## src/rtl/fpdiv_req_queue.sv

```systemverilog
// Request FIFO and single-tag tracker in front of the scalar radix-64 FP divider.
// Issues one divide at a time, tags the returning result, and forwards flush.
module fpdiv_req_queue #(
   parameter int DEPTH = 4,
   parameter int TAG_W = 5
) (
   input  logic                       clk,
   input  logic                       rst_n,
   input  logic                       flush_i,
   input  logic                       req_valid_i,
   output logic                       req_ready_o,
   input  logic [1:0]                 req_fp_format_i,
   input  logic [63:0]                req_opa_i,
   input  logic [63:0]                req_opb_i,
   input  logic [2:0]                 req_rm_i,
   input  logic [TAG_W-1:0]           req_tag_i,
   output logic                       div_start_valid_o,
   input  logic                       div_start_ready_i,
   output logic [1:0]                 div_fp_format_o,
   output logic [63:0]                div_opa_o,
   output logic [63:0]                div_opb_o,
   output logic [2:0]                 div_rm_o,
   output logic                       div_flush_o,
   input  logic                       div_finish_valid_i,
   output logic                       div_finish_ready_o,
   input  logic [63:0]                div_res_i,
   input  logic [4:0]                 div_fflags_i,
   output logic                       resp_valid_o,
   input  logic                       resp_ready_i,
   output logic [63:0]                resp_res_o,
   output logic [4:0]                 resp_fflags_o,
   output logic [TAG_W-1:0]           resp_tag_o,
   output logic [$clog2(DEPTH):0]     occupancy_o
);

   localparam int IDX_W = $clog2(DEPTH);
   localparam int PTR_W = IDX_W + 1;
   localparam int PL_W  = 2 + 64 + 64 + 3 + TAG_W;

   typedef enum logic {
      IDLE = 1'b0,
      BUSY = 1'b1
   } state_t;

   state_t             state;
   logic [PL_W-1:0]    mem [DEPTH];
   logic [PTR_W-1:0]   wr_ptr;
   logic [PTR_W-1:0]   rd_ptr;
   logic [TAG_W-1:0]   inflight_tag;
   logic [TAG_W-1:0]   head_tag;
   logic [IDX_W-1:0]   wr_idx;
   logic [IDX_W-1:0]   rd_idx;
   logic               busy;
   logic               full;
   logic               empty;
   logic               push;
   logic               start;
   logic               finish;

   assign wr_idx = wr_ptr[IDX_W-1:0];
   assign rd_idx = rd_ptr[IDX_W-1:0];
   assign busy   = (state == BUSY);

   // Wrap bit distinguishes full from empty when the index bits match.
   assign full  = (wr_idx == rd_idx) && (wr_ptr[IDX_W] != rd_ptr[IDX_W]);
   assign empty = (wr_ptr == rd_ptr);

   assign req_ready_o       = !full && !flush_i;
   assign div_start_valid_o = !busy && !empty && !flush_i;
   assign div_flush_o       = flush_i;

   assign push   = req_valid_i && req_ready_o;
   assign start  = div_start_valid_o && div_start_ready_i;
   assign finish = resp_valid_o && resp_ready_i;

   assign {div_fp_format_o, div_opa_o, div_opb_o, div_rm_o, head_tag} = mem[rd_idx];

   // Results arriving while idle (stale after a flush) are drained and dropped.
   assign resp_valid_o       = div_finish_valid_i && busy && !flush_i;
   assign div_finish_ready_o = resp_ready_i || !busy || flush_i;
   assign resp_res_o         = div_res_i;
   assign resp_fflags_o      = div_fflags_i;
   assign resp_tag_o         = inflight_tag;

   assign occupancy_o = wr_ptr - rd_ptr;

   always_ff @(posedge clk) begin
      if (push) begin
         mem[wr_idx] <= {req_fp_format_i, req_opa_i, req_opb_i, req_rm_i, req_tag_i};
      end
   end

   always_ff @(posedge clk or negedge rst_n) begin
      if (!rst_n) begin
         wr_ptr <= '0;
         rd_ptr <= '0;
      end else if (flush_i) begin
         wr_ptr <= '0;
         rd_ptr <= '0;
      end else begin
         if (push) begin
            wr_ptr <= wr_ptr + PTR_W'(1);
         end
         if (start) begin
            rd_ptr <= rd_ptr + PTR_W'(1);
         end
      end
   end

   always_ff @(posedge clk or negedge rst_n) begin
      if (!rst_n) begin
         state        <= IDLE;
         inflight_tag <= '0;
      end else if (flush_i) begin
         state <= IDLE;
      end else begin
         case (state)
            IDLE: begin
               if (start) begin
                  state        <= BUSY;
                  inflight_tag <= head_tag;
               end
            end
            BUSY: begin
               if (finish) begin
                  state <= IDLE;
               end
            end
            default: state <= IDLE;
         endcase
      end
   end

endmodule
```

## config.mk

```make
export PLATFORM = sky130hd
export DESIGN_NAME = fpdiv_req_queue
export DESIGN_NICKNAME = d
export VERILOG_FILES = /design/src/rtl/fpdiv_req_queue.sv
export SDC_FILE = /design/constraint.sdc
export NUM_CORES = 1
export LEC_CHECK = 0
export ABC_AREA = 1
export CAP_MARGIN = 20
export CORE_MARGIN = 4
export CORE_UTILIZATION = 42
export CTS_CLUSTER_DIAMETER = 30
export CTS_CLUSTER_SIZE = 20
export DETAILED_ROUTE_END_ITERATION = 10
export GPL_ROUTABILITY_DRIVEN = 0
export GPL_TIMING_DRIVEN = 0
export PLACE_DENSITY = 0.65
export SLEW_MARGIN = 20
export SYNTH_ARGS = -nofsm -noshare
export SYNTH_HDL_FRONTEND = slang
export SYNTH_SLANG_ARGS = --single-unit
```

## constraint.sdc

```tcl
create_clock -name clk -period 18.9 [get_ports clk]
set_input_delay 3.78 -clock clk [delete_from_list [all_inputs] [get_ports clk]]
set_output_delay 3.78 -clock clk [all_outputs]
set_load 0.01 [all_outputs]
```

After elaboration in Yosys (flattened, before gate mapping)
Memories as Yosys holds them, arrays and structs flattened.
Cells that the tools add are included.
{"block": "totals", "ram_bits": 552, "n_memories": 1, "regBits": 12, "wordCells": 41}
{"block": "op_classes", "eq_ne": 3, "n_reduce_logical": 18, "bitwise": 2, "muxes": 10, "addsub": 3}
{"memory": "mem", "depth": 4, "width": 138, "rd": 1, "rd_clocked_by_memory_dff": 0, "wr": 1, "line": "46", "text": "logic [PL_W-1:0] mem [DEPTH];"}
{"op": "3-bit 2-to-1 mux", "count": 4}
{"op": "1-bit logical AND", "count": 9}
{"op": "3-bit by 1-bit adder with 3-bit output (second input constant)", "count": 2}
{"op": "1-bit 2-to-1 mux", "count": 5}
{"op": "1-bit zero test", "count": 4}
{"op": "2-bit nonzero test", "count": 2}
{"op": "3-bit == test", "count": 1}
{"op": "3-bit AND reduction", "count": 1}
{"op": "3-bit subtractor", "count": 1}
{"op": "2-bit == test", "count": 1}
{"op": "1-bit logical OR", "count": 2}
{"op": "1-bit inverter", "count": 2}
{"op": "1-bit one-hot mux with 2 select lines", "count": 1}
{"op": "1-bit inequality test", "count": 1}

Logic depth before layout (Yosys ltp)
Gate-level depths: netlist of the first run.
{"block": "depth", "depth_word": 8, "mapped_depth": 11}

Worst setup path after synthesis of the first run
No wires, ideal clock.
{"block": "synth_timing", "kind": "input to register", "start": "in flush_i", "end": "mem mem[0][0] in the netlist's numbering, enable pin", "path_slack_ns": 8.400, "t_required_ns": 18.262, "path_stages": 3, "n_path_buf": 0, "arrival_ns": 9.862, "path_cell_list": "clkinv_1 nand3_1 nor2_1"}
{"block": "synth_via", "elab_chain_cells": 5}
{"item": "start: declaration", "line": "9", "text": "input logic flush_i,"}
{"item": "1-bit zero test", "line": "68", "text": "assign req_ready_o = !full && !flush_i;"}
{"item": "1-bit logical AND", "line": "68"}
{"item": "1-bit logical AND", "line": "72", "text": "assign push = req_valid_i && req_ready_o;"}
{"item": "1-bit 2-to-1 mux", "line": "88", "text": "if (push) begin"}
{"item": "1-bit 2-to-1 mux (implied by the code)", "line": "89", "text": "mem[wr_idx] <= {req_fp_format_i, req_opa_i, req_opb_i, req_rm_i, req_tag_i};"}
{"item": "end: declaration", "line": "46"}
Every way passes these cells.

Worst setup path in the final report of the first run
{"block": "layout_timing", "start": "in flush_i", "end": "out div_start_valid_o"}
{"block": "layout_via", "elab_chain_cells": 2}
{"item": "1-bit zero test", "line": "69", "text": "assign div_start_valid_o = !busy && !empty && !flush_i;"}
{"item": "1-bit logical AND", "line": "69"}
{"item": "end: declaration", "line": "17", "text": "output logic div_start_valid_o,"}
Every way passes these cells.

==> results of run 1 <==
## layout by cell type (no fill, tap or decap), types with 2 or more instances in the layout
cell,instances
edfxtp_1,552
nor2_4,4
buf_6,26
buf_2,17
clkinv_2,16
dfrtp_1,12
buf_4,73
buf_12,16
o21ai_1,72
clkinv_4,10
clkbuf_1,49
nand3_1,17
clkdlybuf4s50_1,358
diode_2,3
o21ai_0,205
buf_8,2
clkinv_8,2
bufinv_16,19
nand2_1,43
clkbuf_16,115
clkinvlp_4,13
ha_1,7
inv_1,14
clkinv_1,15
xor2_1,2
clkbuf_2,5
buf_16,16
nand2_2,5
nor2_1,274
o22ai_1,133
inv_6,5
## critical path, delay by kind of cell
| family | cells | cell delay, ns |
|---|---|---|
| buf+inv | 2 | 1.17 |
| compound gates | 1 | 0.35 |
| simple gates | 1 | 0.22 |
## sequential cells by signal, indices dropped and copies added, names as in the netlist
name / cells
resp_tag_o: 5
rd_ptr: 3
busy: 1
wr_ptr: 3
mem: 552
## per-stage QoR
stage / power [mW] / util [%] / area [um2] / cells / worst slack [ns]
final: 4.29 / 60.1 / 30900 / 2790 / 9.60
after global routing: 4.46 / 60.1 / 30900 / 2789 / 9.49
after CTS: 4.33 / 60.1 / 30900 / 2787 / 9.59
after detailed placement: 2.32 / 52.5 / 27000 / 2580 / 9.59
after global placement: 2.32 / 51.1 / 26300 / 2550 / 2.32
after floorplan: 1.86 / - / 21800 / 1512 / 8.40
## routing by layer
layer,track usage (%),wire [um],vias up
met5,0,46,-
met4,7.69,1640,8
met3,6.50,5130,106
met2,37.4,32100,605
li1,-,-,6639
met1,26.7,24200,7305
## where the power goes
group	switching, mW	internal, mW	total [mW]
combinational	0.476	0.375	0.851
clock	0.638	1.36	2.00
sequential	0.0137	1.43	1.44
## cell type report
type	instances	area [um2]	share of cell area, %
diodes	3	7.51	0.0243
plain buffers	162	1160	3.75
clock buffers	127	2920	9.45
clock inverters	80	985	3.18
inverters	17	71.3	0.231
multi-input cells	769	3740	12.1
flip-flops and latches	564	16900	54.6
well taps	680	851	2.75
repair buffers	388	4300	13.9
## kinds of logic (layout without fill, tap and decap cells)
| kind of cell | Yosys count | in the layout | synth area share [%] |
|---|---|---|---|
| other cells | 0 | 3 | 0 |
| flops | 564 | 564 | 77.3 |
| xor+xnor | 3 | 3 | 0.120 |
| fa+ha+maj | 8 | 8 | 0.493 |
| simple gates | 346 | 346 | 6.15 |
| buf+inv | 179 | 774 | 5.64 |
| compound gates | 412 | 412 | 10.2 |
## worst paths after layout
path | start | to | slack, ns | cells past startpoint
hold reg to reg | resp_tag_o[2] | resp_tag_o[2] | 0.49 | 2
max in group asynchronous | rst_n | wr_ptr[2] | 14.99 | 1
hold / removal | resp_tag_o[2] | resp_tag_o[2] | 0.49 | 2
min in group asynchronous | rst_n | resp_tag_o[4] | 3.53 | 1
setup reg to reg | rd_ptr[1] | mem[2][107] | 14.55 | 13
setup / recovery | flush_i | div_start_valid_o | 9.60 | 4
==> impl_metrics.env, run 1 <==
export IMPL_postCtsSetupRepairBufs=0
export IMPL_start_util_pct=42.4
export IMPL_setup_viol=0
export IMPL_rows=83
export IMPL_ys_seq_elements=564
export IMPL_relSlewSlack_pct=51.7
export IMPL_htree_levels=3
export IMPL_die_h_um=236
export IMPL_cts_sinks=564
export IMPL_cts_tree="yes"
export IMPL_vdd_drop_max_uv=80.5
export IMPL_power_leakage_nw=10.9
export IMPL_drive_above_1_share_pct=16.6
export IMPL_synth_seq_area_share_pct=77.3
export IMPL_worstPathRequired_ns=15.12
export IMPL_fin_tns_setup_ns=0
export IMPL_die_area_um2=55700
export IMPL_syn_cell_area_um2=21800
export IMPL_hold_viol=0
export IMPL_worst_path_most_repeated_cell="clkdlybuf4s50_1"
export IMPL_grt_pass1_vias=14600
export IMPL_whs_ns=0.487
export IMPL_fin_crit_sh_pct=49.2
export IMPL_globalRouteOverflowTotal=0
export IMPL_grt_pass1_wl_mm=92.8
export IMPL_yosys_warnings=0
export IMPL_worst_slew_pin_slew_ns=0.722
export IMPL_cp_slowest_stage_delay_ns=0.63
export IMPL_antenna_found_initial=6
export IMPL_powerDensity_nw_per_um2=139
export IMPL_vias_per_cell=5.26
export IMPL_fill_cells=3876
export IMPL_min_path_type="flop to flop"
export IMPL_first_pass_iters=5
export IMPL_crit_path_cell_trace="clkdlybuf4s50_1, nor2_1, a21boi_2, clkdlybuf4s50_1"
export IMPL_maxCapViolations=0
export IMPL_cts_made_buffers=113
export IMPL_io_pins=429
export IMPL_status="finished, final reports clean"
export IMPL_cts_hold_buf=0
export IMPL_core_area_um2=51400
export IMPL_clock_skew_ns=0.0210
export IMPL_cts_max_path_buffers=3
export IMPL_worstSkewPairLatency_ns=0.65
export IMPL_async_flop_share_pct=2.13
export IMPL_synthTopCellsByCount="edfxtp_1, nor2_1, o21ai_0"
export IMPL_fin_nets=2237
export IMPL_drtIter0Drc=1076
export IMPL_area_growth_syn_to_layout_pct=41.7
export IMPL_routed_via_count=14700
export IMPL_critPathLaunchType="input port"
export IMPL_cts_root_buf="clkbuf_16"
export IMPL_hpwl_mm=42.0
export IMPL_ys_top_cells_by_area="edfxtp_1, nor2_1, o21ai_0"
export IMPL_yosysUniqueCellTypes=29
export IMPL_rsz0062_at_grt="no"
export IMPL_grt_usage_pct=21.9
export IMPL_syn_inst=1512
export IMPL_finalWirelength_mm=63.1
export IMPL_slew_violations=0
export IMPL_ctsResizeCount=0
export IMPL_synth_area_leader_cell="edfxtp_1"
export IMPL_fp_dieW_um=236
export IMPL_yosysMostFrequentCell="edfxtp_1"
export IMPL_crit_arrival_ns=5.52
export IMPL_port_buffers=358
export IMPL_post_route_min_period_ns=9.30
export IMPL_yosysTopAreaCellShare_pct=76.0
export IMPL_clkTransAtPathRegs_ns=0.04
export IMPL_slowest_stage="clkdlybuf4s50_1"
export IMPL_drc_errors=0
export IMPL_crit_path_end_kind="output port"
export IMPL_grt_max_degree=24
export IMPL_wl_per_cell_um=22.6
export IMPL_synth_ff_type="edfxtp_1"
export IMPL_critPathMaxFanout=8
export IMPL_synth_edff_count=552
export IMPL_max_freq_mhz=108
export IMPL_syn_nets=1734
export IMPL_path_class="input port to output port"
export IMPL_postRouteAntennaNets=0
export IMPL_synth_area_per_cell_um2=14.4
Note: power is estimated with default switching activity, not from simulation.
==> inputs of run 2 (changes only) <==
- PLACE_DENSITY: 0.65 -> 0.68
- clock period: 18.9 -> 8.2 ns (I/O delays scaled with it)
==> impl_metrics.env, run 2 (same netlist as run 1, synthesis figures left out) <==
export IMPL_status="finished, final reports clean"
export IMPL_cts_tree="yes"
export IMPL_drive_above_1_share_pct=16.1
export IMPL_pre_cts_ws_ns=3.10
export IMPL_hold_depth=2
export IMPL_cts_hold_buf=0
export IMPL_max_freq_mhz=190
export IMPL_grt_usage_pct=21.5
export IMPL_holdPathEnd="resp_tag_o[1]"
export IMPL_cts_sinks=564
export IMPL_rows=83
export IMPL_crit_path_end_kind="output port"
export IMPL_start_util_pct=42.4
export IMPL_maxCapViolations=0
export IMPL_drc_errors=0
export IMPL_rr_worst_depth=13
export IMPL_first_pass_iters=7
export IMPL_top_register="mem"
export IMPL_hold_viol=0
export IMPL_min_delay_start="resp_tag_o[1]"
export IMPL_wl_per_cell_um=22.2
export IMPL_crit_arrival_ns=3.62
export IMPL_die_area_um2=55700
export IMPL_setup_ws_ns=2.94
export IMPL_cts_root_buf="clkbuf_16"
export IMPL_postCtsSetupRepairBufs=0
export IMPL_r2r_setup_slack_ns=3.73
export IMPL_io_pins=429
export IMPL_cts_made_buffers=106
export IMPL_fin_tns_setup_ns=0
export IMPL_met3_usage_pct=7.27
export IMPL_critPathLaunchType="flop"
export IMPL_antenna_found_initial=12
export IMPL_htree_levels=3
export IMPL_final_common_cell="edfxtp_1"
export IMPL_postRouteAntennaNets=0
export IMPL_setup_viol=0
export IMPL_worstSkewPairLatency_ns=0.63
export IMPL_grtUsageMet2_pct=36.3
export IMPL_finalNonFillerCells=2782
export IMPL_path_class="flop to output port"
export IMPL_vias_per_cell=5.27
export IMPL_slew_violations=0
export IMPL_r2r_end="mem[3][105]"
export IMPL_busiest_layer="met2"
export IMPL_post_route_min_period_ns=5.26
export IMPL_final_cell_mix="edfxtp_1, clkdlybuf4s50_1, nor2_1"
export IMPL_routed_via_count=14700
export IMPL_core_area_um2=51400
export IMPL_fill_cells=3817
export IMPL_dp_cells=2579
export IMPL_fin_crit_sh_pct=64.2
export IMPL_finalWirelength_mm=61.7
export IMPL_clock_skew_ns=0.0221
export IMPL_grt_max_degree=23
export IMPL_grt_met1_usage_pct=24.8
export IMPL_globalRouteOverflowTotal=0
export IMPL_min_path_type="flop to flop"
export IMPL_hpwl_mm=40.9
export IMPL_worst_slew_pin_slew_ns=0.816
export IMPL_cts_max_path_buffers=3
export IMPL_drtIter0Drc=1068
export IMPL_vdd_drop_max_uv=207
export IMPL_port_buffers=358
export IMPL_power_leakage_nw=10.7
export IMPL_fp_dieW_um=236
export IMPL_clkTransAtPathRegs_ns=0.04
export IMPL_largest_reg_flops=552
export IMPL_grt_pass1_wl_mm=91.2
export IMPL_critPathMaxFanout=11
export IMPL_worstPathRequired_ns=6.56
export IMPL_area_growth_syn_to_layout_pct=40.4
export IMPL_grt_pass1_vias=15000
export IMPL_die_h_um=236
export IMPL_ctsResizeCount=0
export IMPL_rsz0062_at_grt="no"
export IMPL_fin_nets=2229
export IMPL_r2r_start="rd_ptr[1]"
export IMPL_powerDensity_nw_per_um2=312
export IMPL_relSlewSlack_pct=45.5
-- run 2: cell count changes in the layout (fill, tap and decap cells not counted) --
cell	before	now
inv_16	1	0
clkbuf_1	49	52
buf_16	16	17
buf_12	16	14
clkinv_1	15	12
diode_2	3	7
clkinv_4	10	6
clkinvlp_4	13	15
clkbuf_16	115	110
bufinv_16	19	13
clkinv_16	0	1
inv_8	1	2
clkinv_2	16	13
inv_6	5	9
-- run 2: stage by stage --
| stage | total power, mW | instance area [um2] | hold slack (ns) | utilization [%] |
|---|---|---|---|---|
| after floorplan | 4.28 | 21800 | 0.516 | - |
| after global placement | 5.32 | 26300 | 0.477 | 51.1 |
| after detailed placement | 5.34 | 27000 | 0.483 | 52.5 |
| after CTS | 9.65 | 30600 | 0.495 | 59.6 |
| after global routing | 9.93 | 30600 | 0.515 | 59.6 |
| final | 9.57 | 30600 | 0.502 | 59.6 |
-- run 2: layout make-up --
class / instances / area (um2) / share of cell area (%)
multi-input combinational: 769 / 3740 / 12.2
antenna: 7 / 17.5 / 0.0572
sequential: 564 / 16900 / 55.1
timing repair buffer: 387 / 4290 / 14.0
tap: 680 / 851 / 2.78
clock inverter: 71 / 815 / 2.66
clock buffer: 125 / 2810 / 9.17
buffer: 162 / 1160 / 3.79
inverter: 17 / 71.3 / 0.233
-- run 2: worst max path at each step --
stage | startpoint | endpoint | slack [ns] | cells after the start
floorplan | flush_i | mem[0][0] | -0.16 | 3
global placement | flush_i | mem[3][102] | -5.89 | 4
detailed placement | flush_i | div_start_valid_o | 3.10 | 4
CTS | rd_ptr[1] | div_start_valid_o | 2.92 | 8
global route | rd_ptr[1] | div_start_valid_o | 2.77 | 8
finish | rd_ptr[1] | div_start_valid_o | 2.94 | 8
-- run 2: power breakdown --
| group | total (mW) | internal (mW) | leakage, nW | switching [mW] |
|---|---|---|---|---|
| logic | 1.96 | 0.868 | 3.82 | 1.10 |
| registers | 3.32 | 3.29 | 5.17 | 0.0334 |
| clock network | 4.29 | 2.86 | 1.72 | 1.43 |
-- run 2: metal layers --
layer | up-vias | part of all wire, % | routed length (um)
li1 | 6627 | - | -
met1 | 7223 | 37 | 22700
met2 | 672 | 50 | 30900
met3 | 129 | 9.2 | 5700
met4 | 10 | 3.8 | 2370
met5 | - | 0.11 | 66
-- run 2: critical path, cell delays in order, from the launching register on --
cell and delay (ns):
dfrtp_1 0.52, inv_2 0.19, clkbuf_2 0.27, clkbuf_1 0.48
ha_1 0.34, nand2_1 0.07, inv_1 0.08, a21boi_2 0.38
clkdlybuf4s50_1 0.64
